===== config.mk =====
export PLATFORM = sky130hd
export DESIGN_NAME = bus_request_arbiter
export DESIGN_NICKNAME = d
export VERILOG_FILES = /design/src/rtl/cpu_types_pkg.sv /design/src/rtl/rr_pick.sv /design/src/rtl/bus_request_arbiter.sv
export SDC_FILE = /design/constraint.sdc
export NUM_CORES = 1
export LEC_CHECK = 0
export BUFFER_PORTS_ARGS = -buffer_cell sky130_fd_sc_hd__buf_2
export CAP_MARGIN = 25
export CORE_MARGIN = 4
export CORE_UTILIZATION = 50
export CTS_BUF_LIST = sky130_fd_sc_hd__clkbuf_8
export DETAILED_ROUTE_END_ITERATION = 7
export GPL_TIMING_DRIVEN = 0
export HOLD_SLACK_MARGIN = 0.1
export PLACE_DENSITY_LB_ADDON = 0.25
export SLEW_MARGIN = 20
export SYNTH_ARGS = -nofsm -noshare
export SYNTH_HDL_FRONTEND = slang
export SYNTH_SLANG_ARGS = --single-unit

===== constraint.sdc =====
create_clock -name CLK -period 1.9 [get_ports CLK]
set_input_delay 0.095 -clock CLK [delete_from_list [all_inputs] [get_ports CLK]]
set_output_delay 0.095 -clock CLK [all_outputs]
set_load 0.03 [all_outputs]

===== src/rtl/cpu_types_pkg.sv =====
// Shared CPU/bus type definitions used by the bus FSM and the bus request arbiter.
package cpu_types_pkg;

  // Transaction class of a bus grant; ARB_NONE means no grant is held.
  typedef enum logic [1:0] {
    ARB_NONE   = 2'd0,
    ARB_WB     = 2'd1,
    ARB_DATA   = 2'd2,
    ARB_IFETCH = 2'd3
  } arb_class_t;

endpackage


===== src/rtl/rr_pick.sv =====
// Combinational round-robin picker: first asserted request at or after ptr, wrapping.
module rr_pick #(
  parameter int CPUS = 2,
  parameter int ID_W = 1
) (
  input  logic [CPUS-1:0] req,
  input  logic [ID_W-1:0] ptr,
  output logic            found,
  output logic [ID_W-1:0] idx
);

  // The second loop overrides the first, so a requester at or above ptr beats a
  // wrapped one; each loop runs downward so the lowest index of its range wins.
  always_comb begin
    // NOTE: every output gets a default before the loops so no path leaves it
    // unassigned, which would otherwise infer a latch.
    found = 1'b0;
    idx   = '0;
    for (int j = CPUS - 1; j >= 0; j--) begin
      if (req[j] && (j < int'(ptr))) begin
        found = 1'b1;
        idx   = ID_W'(j);
      end
    end
    for (int j = CPUS - 1; j >= 0; j--) begin
      if (req[j] && (j >= int'(ptr))) begin
        found = 1'b1;
        idx   = ID_W'(j);
      end
    end
  end

endmodule


===== src/rtl/bus_request_arbiter.sv =====
// Round-robin bus arbiter: grants one core/class, holds it until done, abort or watchdog.
module bus_request_arbiter
  import cpu_types_pkg::*;
#(
  parameter int CPUS    = 2,
  parameter int TIMEOUT = 255,
  localparam int ID_W   = (CPUS > 1) ? $clog2(CPUS) : 1
) (
  input  logic            CLK,
  input  logic            nRST,
  input  logic [CPUS-1:0] wbreq,
  input  logic [CPUS-1:0] dreq,
  input  logic [CPUS-1:0] ireq,
  input  logic            done,
  output logic            grant_valid,
  output logic [ID_W-1:0] grant_id,
  output arb_class_t      grant_class,
  output logic            timeout,
  output logic            abort
);

  typedef enum logic {IDLE, OWN} state_t;

  localparam logic [7:0] LAST_COUNT = 8'(TIMEOUT - 1);

  state_t          state;
  logic [ID_W-1:0] ptr;
  logic [7:0]      count;

  logic            wb_found, d_found, i_found;
  logic [ID_W-1:0] wb_idx, d_idx, i_idx;
  arb_class_t      win_class;
  logic [ID_W-1:0] win_id;
  logic            owner_req;
  logic [ID_W-1:0] next_ptr;

  rr_pick #(.CPUS(CPUS), .ID_W(ID_W)) u_pick_wb (
    .req(wbreq), .ptr(ptr), .found(wb_found), .idx(wb_idx)
  );
  rr_pick #(.CPUS(CPUS), .ID_W(ID_W)) u_pick_data (
    .req(dreq), .ptr(ptr), .found(d_found), .idx(d_idx)
  );
  rr_pick #(.CPUS(CPUS), .ID_W(ID_W)) u_pick_ifetch (
    .req(ireq), .ptr(ptr), .found(i_found), .idx(i_idx)
  );

  // Class priority is global: any write-back beats any data request, and so on.
  always_comb begin
    win_class = ARB_NONE;
    win_id    = '0;
    if (wb_found) begin
      win_class = ARB_WB;
      win_id    = wb_idx;
    end else if (d_found) begin
      win_class = ARB_DATA;
      win_id    = d_idx;
    end else if (i_found) begin
      win_class = ARB_IFETCH;
      win_id    = i_idx;
    end
  end

  always_comb begin
    owner_req = 1'b0;
    case (grant_class)
      ARB_WB:     owner_req = wbreq[grant_id];
      ARB_DATA:   owner_req = dreq[grant_id];
      ARB_IFETCH: owner_req = ireq[grant_id];
      default:    owner_req = 1'b0;
    endcase
  end

  assign next_ptr = (grant_id == ID_W'(CPUS - 1)) ? '0 : grant_id + 1'b1;

  // NOTE: all state here is sequential, so it is written with non-blocking
  // assignments; every register reads its pre-edge value within the block.
  always_ff @(posedge CLK or negedge nRST) begin
    if (!nRST) begin
      state       <= IDLE;
      ptr         <= '0;
      count       <= '0;
      grant_valid <= 1'b0;
      grant_id    <= '0;
      grant_class <= ARB_NONE;
      timeout     <= 1'b0;
      abort       <= 1'b0;
    end else begin
      timeout <= 1'b0;
      abort   <= 1'b0;
      case (state)
        IDLE: begin
          if (win_class != ARB_NONE) begin
            state       <= OWN;
            grant_valid <= 1'b1;
            grant_id    <= win_id;
            grant_class <= win_class;
            count       <= '0;
          end
        end
        OWN: begin
          if (count != 8'hFF) count <= count + 8'd1;
          // done outranks abort, which outranks the watchdog.
          if (done || !owner_req || (count == LAST_COUNT)) begin
            state       <= IDLE;
            grant_valid <= 1'b0;
            grant_class <= ARB_NONE;
            ptr         <= next_ptr;
            if (!done) begin
              if (!owner_req) abort   <= 1'b1;
              else            timeout <= 1'b1;
            end
          end
        end
        default: state <= IDLE;
      endcase
    end
  end

endmodule


==> results of run 1 <==
cells in the final DEF (no fill, tap or decap):
cell type,n
dfrtp_1,16
buf_2,14
inv_1,7
nand3_1,7
nor2_1,6
a21oi_1,5
o21ai_0,5
nand2_1,5
o31ai_1,4
clkbuf_8,4
a21o_1,3
o21ai_1,2
o2111ai_1,2
nor3_1,2
a31oi_1,2
ha_1,2
dlygate4sd3_1,2
mux4_2,1
mux2_2,1
and2b_2,1
a22oi_2,1
nand4_1,1
or3_4,1
nor4_1,1
nor3b_1,1
nor4b_1,1
clkbuf_1,1
mux2i_1,1
and3_1,1
and4_1,1
xnor2_1,1
or3_1,1
a211oi_2,1
or4_1,1
xor2_1,1
nor2b_1,1
a21boi_0,1
o22ai_1,1
critical path, cell delays in order (launching register included):
cell	delay, ns
dfrtp_1	0.43
mux4_2	0.53
a22oi_2	0.27
o31ai_1	0.17
a21o_1	0.22
through the flow:
step	worst slack [ns]	std cells	utilization [%]	hold slack, ns	instance area, sq um
after global routing	0.0594	125	65.6	0.251	1030
after CTS	0.159	125	65.6	0.216	1030
final	0.172	125	65.6	0.207	1030
after detailed placement	0.182	119	60.8	0.0202	958
after floorplan	0.121	89	-	-0.201	868
after global placement	0.214	119	60.8	0.0204	958
state kept, by name, summed over array words and instances (netlist names):
register     flops
abort            1
grant_id         1
timeout          1
count            8
grant_valid      1
grant_class      2
ptr              1
state            1
cell families after synthesis:
family	after synthesis	share of synthesized area, %
compound gates	27	20.9
xor+xnor	2	2.02
fa+ha+maj	2	2.88
buf+inv	8	3.46
flops	16	46.1
mux	3	5.04
simple gates	31	19.6
final cells by class:
class / count / share of cell area [%]
Inverter: 7 / 2.54
Tap cell: 16 / 1.94
Sequential cell: 16 / 38.7
Timing Repair Buffer: 16 / 8.72
Clock buffer: 4 / 5.33
Buffer: 1 / 0.363
Multi-Input combinational cell: 65 / 42.4
report_power, final:
group | switching, W | internal (W) | leakage (nW)
logic | 0.000340 | 0.000184 | 0.237
registers | 0.0000974 | 0.000434 | 0.208
clock network | 0.000120 | 0.000184 | 0.0288
final timing paths:
| check | from | to | slack (ns) | depth (start not counted) |
|---|---|---|---|---|
| max in group asynchronous | nRST | count[6] | 1.36 | 2 |
| min reg2reg | grant_valid | grant_valid | 0.49 | 1 |
| min in group asynchronous | nRST | grant_class[1] | 0.28 | 2 |
| min | wbreq[1] | grant_id | 0.21 | 3 |
| max reg2reg | grant_id | grant_valid | 0.17 | 4 |
| max | grant_id | grant_valid | 0.17 | 4 |
layer usage:
metal	routed length (um)	track usage, %
met1	870	22.5
met2	830	26.4
met3	114	3.61
met4	29	7.37
met5	0	0
==> metrics.csv, run 1 <==
metric;value;unit
synthesized area per cell;9.76;sq um
Filler cells;124;
Die X;49.7;um
f_max;579;MHz
CTS-repair resized insts;0;
Synth area leader;dfrtp_1;
IO Port Bufs;14;
FF/Latch Area;400;sq um
1st-pass router iterations;4;
ys flop type;dfrtp_1;
HP Class;input port to flop;
Post-synth EDFFs;0;
routability cong.;0.803;
VDD IR max;793;uV
synth cell count leaders;16 x dfrtp_1, 7 x inv_1, 7 x nand3_1;
CTS tree;built;
Setup crit end kind;flop;
LEAKAGE;0.474;nW
syn_nets;100;
die height;49.7;um
CTS HTree Levels;1;
hpwl dp;1.29;mm
post-route ant nets;0;
initial antenna violation count;0;
Starting Density;55.1;%
Yosys top cell area share;46.1;%
Final Cycle Share;91.0;%
Iter 0 DRT Violations;12;
setup tns final;0;ns
Area contributors post-synth;dfrtp_1 46%, nand3_1 4.0%, o31ai_1 3.5%;
ant diodes;0;
Setup violations, final;0;
Tmin final;1.73;ns
clock sink total;16;
share of layout cells above drive strength 1;22.0;%
final wirelength;1.84;mm
Power Total;0.00136;W
layout net count;121;
first-pass GRT wire length;3.26;mm
Netlist cell types;35;
# hold bufs at CTS;2;
DR WL/cell;14.8;um
vias in the first global route;756;
# rows;14;
multi-input logic area;438;sq um
Worst EP arrival;1.87;ns
core footprint;1580;sq um
Seq cells post-synth;16;
largest net degree at the start of global routing;17;
Layout Area Growth over Synthesis;19.0;%
CTS Root Cell;clkbuf_8;
outcome;complete, no violations;
DRC viols;0;
Rel. slew slack;64.5;%
Clock Pin Slew Worst Setup and Hold Paths;0.07;ns
clock tree buffer depth;2;
Final Max Tran Viols;0;
max capacitance violation total;0;
crit path launch type;flop;
sequential element share of the synthesized area;46.1;%
Mapped Area;868;sq um
routed vias/inst;5.98;
Clock Skews;0.00105;ns
worst-margin pin slew;0.532;ns
Final Hold Viols;0;
Synth Instances;89;
worst path required time;2.04;ns
pwr dens;1320;nW/um^2
synth warn;0;
RSZ-0062 raised after global routing;false;
crit path kind;flop to flop;
Overflow after GRT;0;
total track usage;16.9;%
# Post-CTS Setup Buffers;0;
worst-path fanout max;5;
die area;2470;sq um
most common cell in the netlist;dfrtp_1;
total vias in the final route;747;
Ports;15;
asr flop ratio synth;100;%
worst skew pair latency;0.25;ns
CTS buffer count;3;
(Power assumes the default switching activity.)
==> run 2, diff against run 1 <==
--- a/config.mk
+++ b/config.mk
@@ -8,7 +8,7 @@
 export BUFFER_PORTS_ARGS = -buffer_cell sky130_fd_sc_hd__buf_2
 export CAP_MARGIN = 25
 export CORE_MARGIN = 4
-export CORE_UTILIZATION = 50
+export CORE_UTILIZATION = 52
 export CTS_BUF_LIST = sky130_fd_sc_hd__clkbuf_8
 export DETAILED_ROUTE_END_ITERATION = 7
 export GPL_TIMING_DRIVEN = 0
==> run 2 against run 1 <==
  * Non-clock buffer count did not move
  * Combinational power barely moved
  * Via count rose by 3.3%
  * Global-route usage fell by 0.45 points
  * Power fell by 0.17%
  * Worst setup slack improved by 0.0069 ns
  * Worst hold slack got worse by 0.00092 ns
  * Largest power group unchanged
==> metrics.csv, run 2 (synthesis results as in run 1) <==
metric;value;unit
worst-path fanout max;5;
clock tree buffer depth;2;
Largest register FFs;8;
die height;48.9;um
HP Class;input port to flop;
final wirelength;1.85;mm
Final Cycle Share;90.6;%
Reg2Reg Depth;4;
Final Max Tran Viols;0;
Worst Hold Path Cells;3;
Clock Skews;0.00174;ns
post-place setup slack;0.207;ns
CTS Root Cell;clkbuf_8;
Rel. slew slack;62.3;%
outcome;complete, no violations;
die area;2390;sq um
CTS tree;built;
DRC viols;0;
initial antenna violation count;0;
crit path launch type;flop;
RSZ-0062 raised after global routing;false;
DR WL/cell;14.8;um
share of layout cells above drive strength 1;22.0;%
first-pass GRT wire length;3.04;mm
setup tns final;0;ns
final std cells w/o fill;125;
Tmin final;1.72;ns
CTS HTree Levels;1;
Iter 0 DRT Violations;28;
Starting Density;56.3;%
total vias in the final route;772;
Reg2Reg Setup Slack;0.18;ns
commonest non-fill, non-tap cell in the layout;dfrtp_1;
routed vias/inst;6.18;
final worst slack;0.179;ns
1st-pass router iterations;4;
total track usage;16.5;%
Filler cells;122;
Clock Pin Slew Worst Setup and Hold Paths;0.06;ns
Setup crit end kind;flop;
Ports;15;
vias in the first global route;679;
CTS buffer count;3;
Internal;0.000802;W
LEAKAGE;0.474;nW
IO Port Bufs;14;
crit path kind;flop to flop;
Final Hold Viols;0;
worst skew pair latency;0.25;ns
post-route ant nets;0;
f_max;581;MHz
Setup violations, final;0;
Overflow after GRT;0;
ant diodes;0;
worst hold slack;0.206;ns
max capacitance violation total;0;
largest net degree at the start of global routing;17;
most frequent cells in the layout;16 x dfrtp_1, 14 x buf_2, 7 x inv_1, 7 x nand3_1, 6 x nor2_1;
core footprint;1540;sq um
layout net count;121;
Worst EP arrival;1.87;ns
Gate power share;38.8;%
Regs by FF count;count x8, grant_class x2;
hpwl dp;1.28;mm
sequential share of power;39.1;%
Clock power frac;22.2;%
pwr dens;1310;nW/um^2
Die X;48.9;um
worst-margin pin slew;0.562;ns
clock sink total;16;
worst path required time;2.05;ns
NetSw;0.000555;W
routability cong.;0.812;
# rows;14;
start point of the worst hold path;wbreq[1];
Critical Path Start;grant_id;
# Post-CTS Setup Buffers;0;
VDD IR max;808;uV
# placed instances;119;
R2R Path Start;grant_id;
Layout Area Growth over Synthesis;19.0;%
Largest Register;count;
switching part of the total power;40.9;%
==> run 2: cell type report <==
cell class              count  area [sq um]  share of cell area, %
clock buffers               4          55.1                   5.33
plain buffers               1          3.75                  0.363
well taps                  16          20.0                   1.94
inverters                   7          26.3                   2.54
repair buffers             16          90.1                   8.72
flip-flops and latches     16           400                   38.7
multi-input cells          65           438                   42.4
==> run 2: power groups by stage <==
stage	registers, W	logic (W)	clock network [W]
floorplan	0.000594	0.000303	0
global placement	0.000526	0.000511	0
detailed placement	0.000532	0.000518	0
CTS	0.000530	0.000525	0.000310
global route	0.000548	0.000577	0.000329
finish	0.000530	0.000526	0.000301
==> run 2: critical path, cell delays in order, from the launching register on <==
cell and delay (ns):
dfrtp_1 0.45, mux4_2 0.54, a22oi_2 0.27, o31ai_1 0.15, a21o_1 0.21
==> run 2: per-stage QoR <==
step | util (%) | total power [W] | area, sq um
finish | 67.0 | 0.00136 | 1030
global route | 67.0 | 0.00145 | 1030
CTS | 67.0 | 0.00136 | 1030
detailed placement | 62.2 | 0.00105 | 958
global placement | 62.2 | 0.00104 | 958
floorplan | - | 0.000897 | 868
==> run 2: routing by layer <==
layer | up-vias | routed length [um] | track usage [%]
li1 | 372 | - | -
met1 | 366 | 832 | 22.4
met2 | 25 | 858 | 24.1
met3 | 9 | 97 | 3.36
met4 | 0 | 61 | 9.42
met5 | - | 0 | 0
==> run 2: path summary, 6_finish.rpt <==
check / to
setup / recovery: grant_valid
hold / removal: grant_id
setup reg to reg: grant_valid
hold reg to reg: grant_valid
max in group asynchronous: count[3]
min in group asynchronous: ptr
==> run 2: what timing repair did <==
action,4_1_cts,5_1_grt
hold buffers,2,0
endpoints found under the hold margin,18,0
resized for setup,0,0
==> run 3, diff against run 2 <==
--- a/config.mk
+++ b/config.mk
@@ -5,6 +5,7 @@
 export SDC_FILE = /design/constraint.sdc
 export NUM_CORES = 1
 export LEC_CHECK = 0
+export ABC_AREA = 1
 export BUFFER_PORTS_ARGS = -buffer_cell sky130_fd_sc_hd__buf_2
 export CAP_MARGIN = 25
 export CORE_MARGIN = 4
==> run 3 against run 2 <==
  * Combinational power grew 36%
  * Core utilization shrank 1.6 points
  * Clock power shrank 20%
  * Worst hold slack gained 0.011 ns
  * Worst setup slack gained 0.27 ns
  * Final cell count grew 42%
  * Power grew 11%
  * Wire length is essentially flat
  * Critical endpoint is now ptr
==> metrics.csv, run 3 <==
metric;value;unit
synth cell count leaders;37 x nand2_1, 19 x inv_1, 16 x dfrtp_1;
setup tns final;0;ns
layout net count;166;
Final Max Tran Viols;0;
synth warn;0;
Layout Area Growth over Synthesis;16.4;%
Yosys top cell area share;40.4;%
R2R Path Start;count[0];
asr flop ratio synth;100;%
post-route ant nets;0;
CTS tree;built;
HP Class;input port to flop;
CTS HTree Levels;1;
CP Buf/Inv Count;2;
1st-pass router iterations;4;
largest net degree at the start of global routing;17;
CP max stage delay;0.39;ns
commonest non-fill, non-tap cell in the layout;nand2_1;
IO Port Bufs;14;
Setup crit end kind;flop;
core footprint;1760;sq um
Ports;15;
routability cong.;0.823;
Slowest-stage cell, CP;dfrtp_1;
routed vias/inst;4.83;
pwr dens;1300;nW/um^2
# placed instances;173;
share of layout cells above drive strength 1;21.6;%
final worst slack;0.451;ns
initial antenna violation count;0;
CTS-repair resized insts;0;
f_max;690;MHz
worst path required time;2.02;ns
Worst Hold Path Cells;5;
Reg2Reg Setup Slack;0.45;ns
CTS Root Cell;clkbuf_8;
Post-synth EDFFs;0;
final std cells w/o fill;178;
Regs by FF count;count x8, grant_class x2;
die height;51.7;um
Largest Register;count;
Setup violations, final;0;
Worst EP arrival;1.57;ns
max capacitance violation total;0;
Iter 0 DRT Violations;10;
total vias in the final route;860;
Filler cells;165;
most common cell in the netlist;nand2_1;
first-pass GRT wire length;3.13;mm
Seq cells post-synth;16;
FF-to-FF End;ptr;
post-place setup slack;0.480;ns
die area;2670;sq um
Mapped Area;992;sq um
Area contributors post-synth;dfrtp_1 40%, nand2_1 14%, nand3_1 7.6%;
sequential element share of the synthesized area;40.4;%
DR WL/cell;10.4;um
crit path kind;flop to flop;
Final Cycle Share;76.3;%
start point of the worst hold path;ireq[0];
Clock Skews;0.00201;ns
ant diodes;0;
Power Total;0.00151;W
syn_nets;145;
Die X;51.7;um
FF/Latch Area;400;sq um
most used cell, CP;nand2_1;
Netlist cell types;23;
outcome;complete, no violations;
hpwl dp;1.42;mm
Overflow after GRT;0;
cell family with most CP delay;simple AND/OR/NAND/NOR gates;
vias in the first global route;732;
LEAKAGE;0.610;nW
Largest register FFs;8;
Final Hold Viols;0;
ys flop type;dfrtp_1;
clock tree buffer depth;2;
VDD IR max;1210;uV
multi-input logic area;485;sq um
Synth area leader;dfrtp_1;
Clock Pin Slew Worst Setup and Hold Paths;0.06;ns
RSZ-0062 raised after global routing;false;
worst skew pair latency;0.24;ns
worst-margin pin slew;0.351;ns
Reg2Reg Depth;9;
# Post-CTS Setup Buffers;0;
most frequent cells in the layout;37 x nand2_1, 19 x inv_1, 16 x dfrtp_1, 15 x nand3_1, 14 x buf_2;
DRC viols;0;
total track usage;15.7;%
Worst Hold End;grant_class[0];
Rel. slew slack;76.6;%
Synth Instances;134;
Tmin final;1.45;ns
clock sink total;16;
Starting Density;56.2;%
CP cell instances;inv_1, ha_1, inv_1, nor2_1, a21oi_1, nand2_1, nand2_1, nand2_1, o21ai_1;
final wirelength;1.85;mm
synthesized area per cell;7.40;sq um
crit path launch type;flop;
worst-path fanout max;5;
# rows;15;
CTS buffer count;3;
[run 3: cell types whose count changed in the layout (fill, tap and decap cells not counted), moves of 4 or more]
cell,before,now
nor2_2,0,4
o31ai_1,4,0
nand3_1,7,15
nor2_1,6,10
inv_1,7,19
nand2_1,5,37
[run 3: layout make-up]
type	count	area share, %
multi-input cells	95	42.0
flip-flops and latches	16	34.7
repair buffers	16	7.80
inverters	21	6.83
clock buffers	3	3.58
well taps	25	2.71
plain buffers	2	2.38
[run 3: power by group]
part | internal, W | total [W] | switching, W
Clock | 0.000140 | 0.000241 | 0.000101
Combinational | 0.000246 | 0.000717 | 0.000471
Sequential | 0.000445 | 0.000549 | 0.000104
[run 3: kinds of logic after synthesis]
kind of cell / Yosys count / synth area share (%)
and+or+nand+nor: 76 / 35.8
buffers and inverters: 23 / 10.7
AOI/OAI and AO/OA: 16 / 9.71
DFF: 16 / 40.4
adders and majority gates: 2 / 2.52
xor gates and xnor gates: 1 / 0.883
[run 3: metal layers]
metal | GRT usage [%] | routed length [um] | share of wire (%) | vias up
li1 | - | - | - | 468
met1 | 21.5 | 938 | 51 | 376
met2 | 23.9 | 815 | 44 | 14
met3 | 5.16 | 83 | 4.5 | 2
met4 | 3.93 | 13 | 0.70 | 0
met5 | 0 | 0 | 0 | -
[run 3: tightest hold or removal path: cells and delay by family]
kind                   cells  cell delay (ns)
AO/OA/AOI/OAI              1             0.08
buffers and inverters      1             0.10
AND/OR/NAND/NOR            3             0.15
[run 3: stage by stage]
stage / utilization, % / area (sq um) / hold WS, ns
2_1_floorplan: - / 992 / -0.201
3_3_place_gp: 62.0 / 1090 / 0.0186
3_5_place_dp: 62.0 / 1090 / 0.0229
4_1_cts: 65.5 / 1150 / 0.214
5_1_grt: 65.5 / 1150 / 0.268
6_report: 65.5 / 1150 / 0.217
[run 3: worst max path at each step]
| stage | cells after the start | from | slack [ns] | end |
|---|---|---|---|---|
| 4_1_cts | 9 | count[0] | 0.47 | ptr |
| 6_report | 9 | count[0] | 0.45 | ptr |
| 5_1_grt | 9 | count[0] | 0.35 | ptr |
| 2_1_floorplan | 9 | grant_id | 0.55 | ptr |
| 3_3_place_gp | 7 | count[1] | 0.51 | count[0] |
| 3_5_place_dp | 9 | count[0] | 0.48 | ptr |
[run 3: timing repair]
action                                  4_1_cts  5_1_grt
endpoints found under the setup margin        0        0
hold endpoints to repair                     17        0
hold buffers                                  2        0
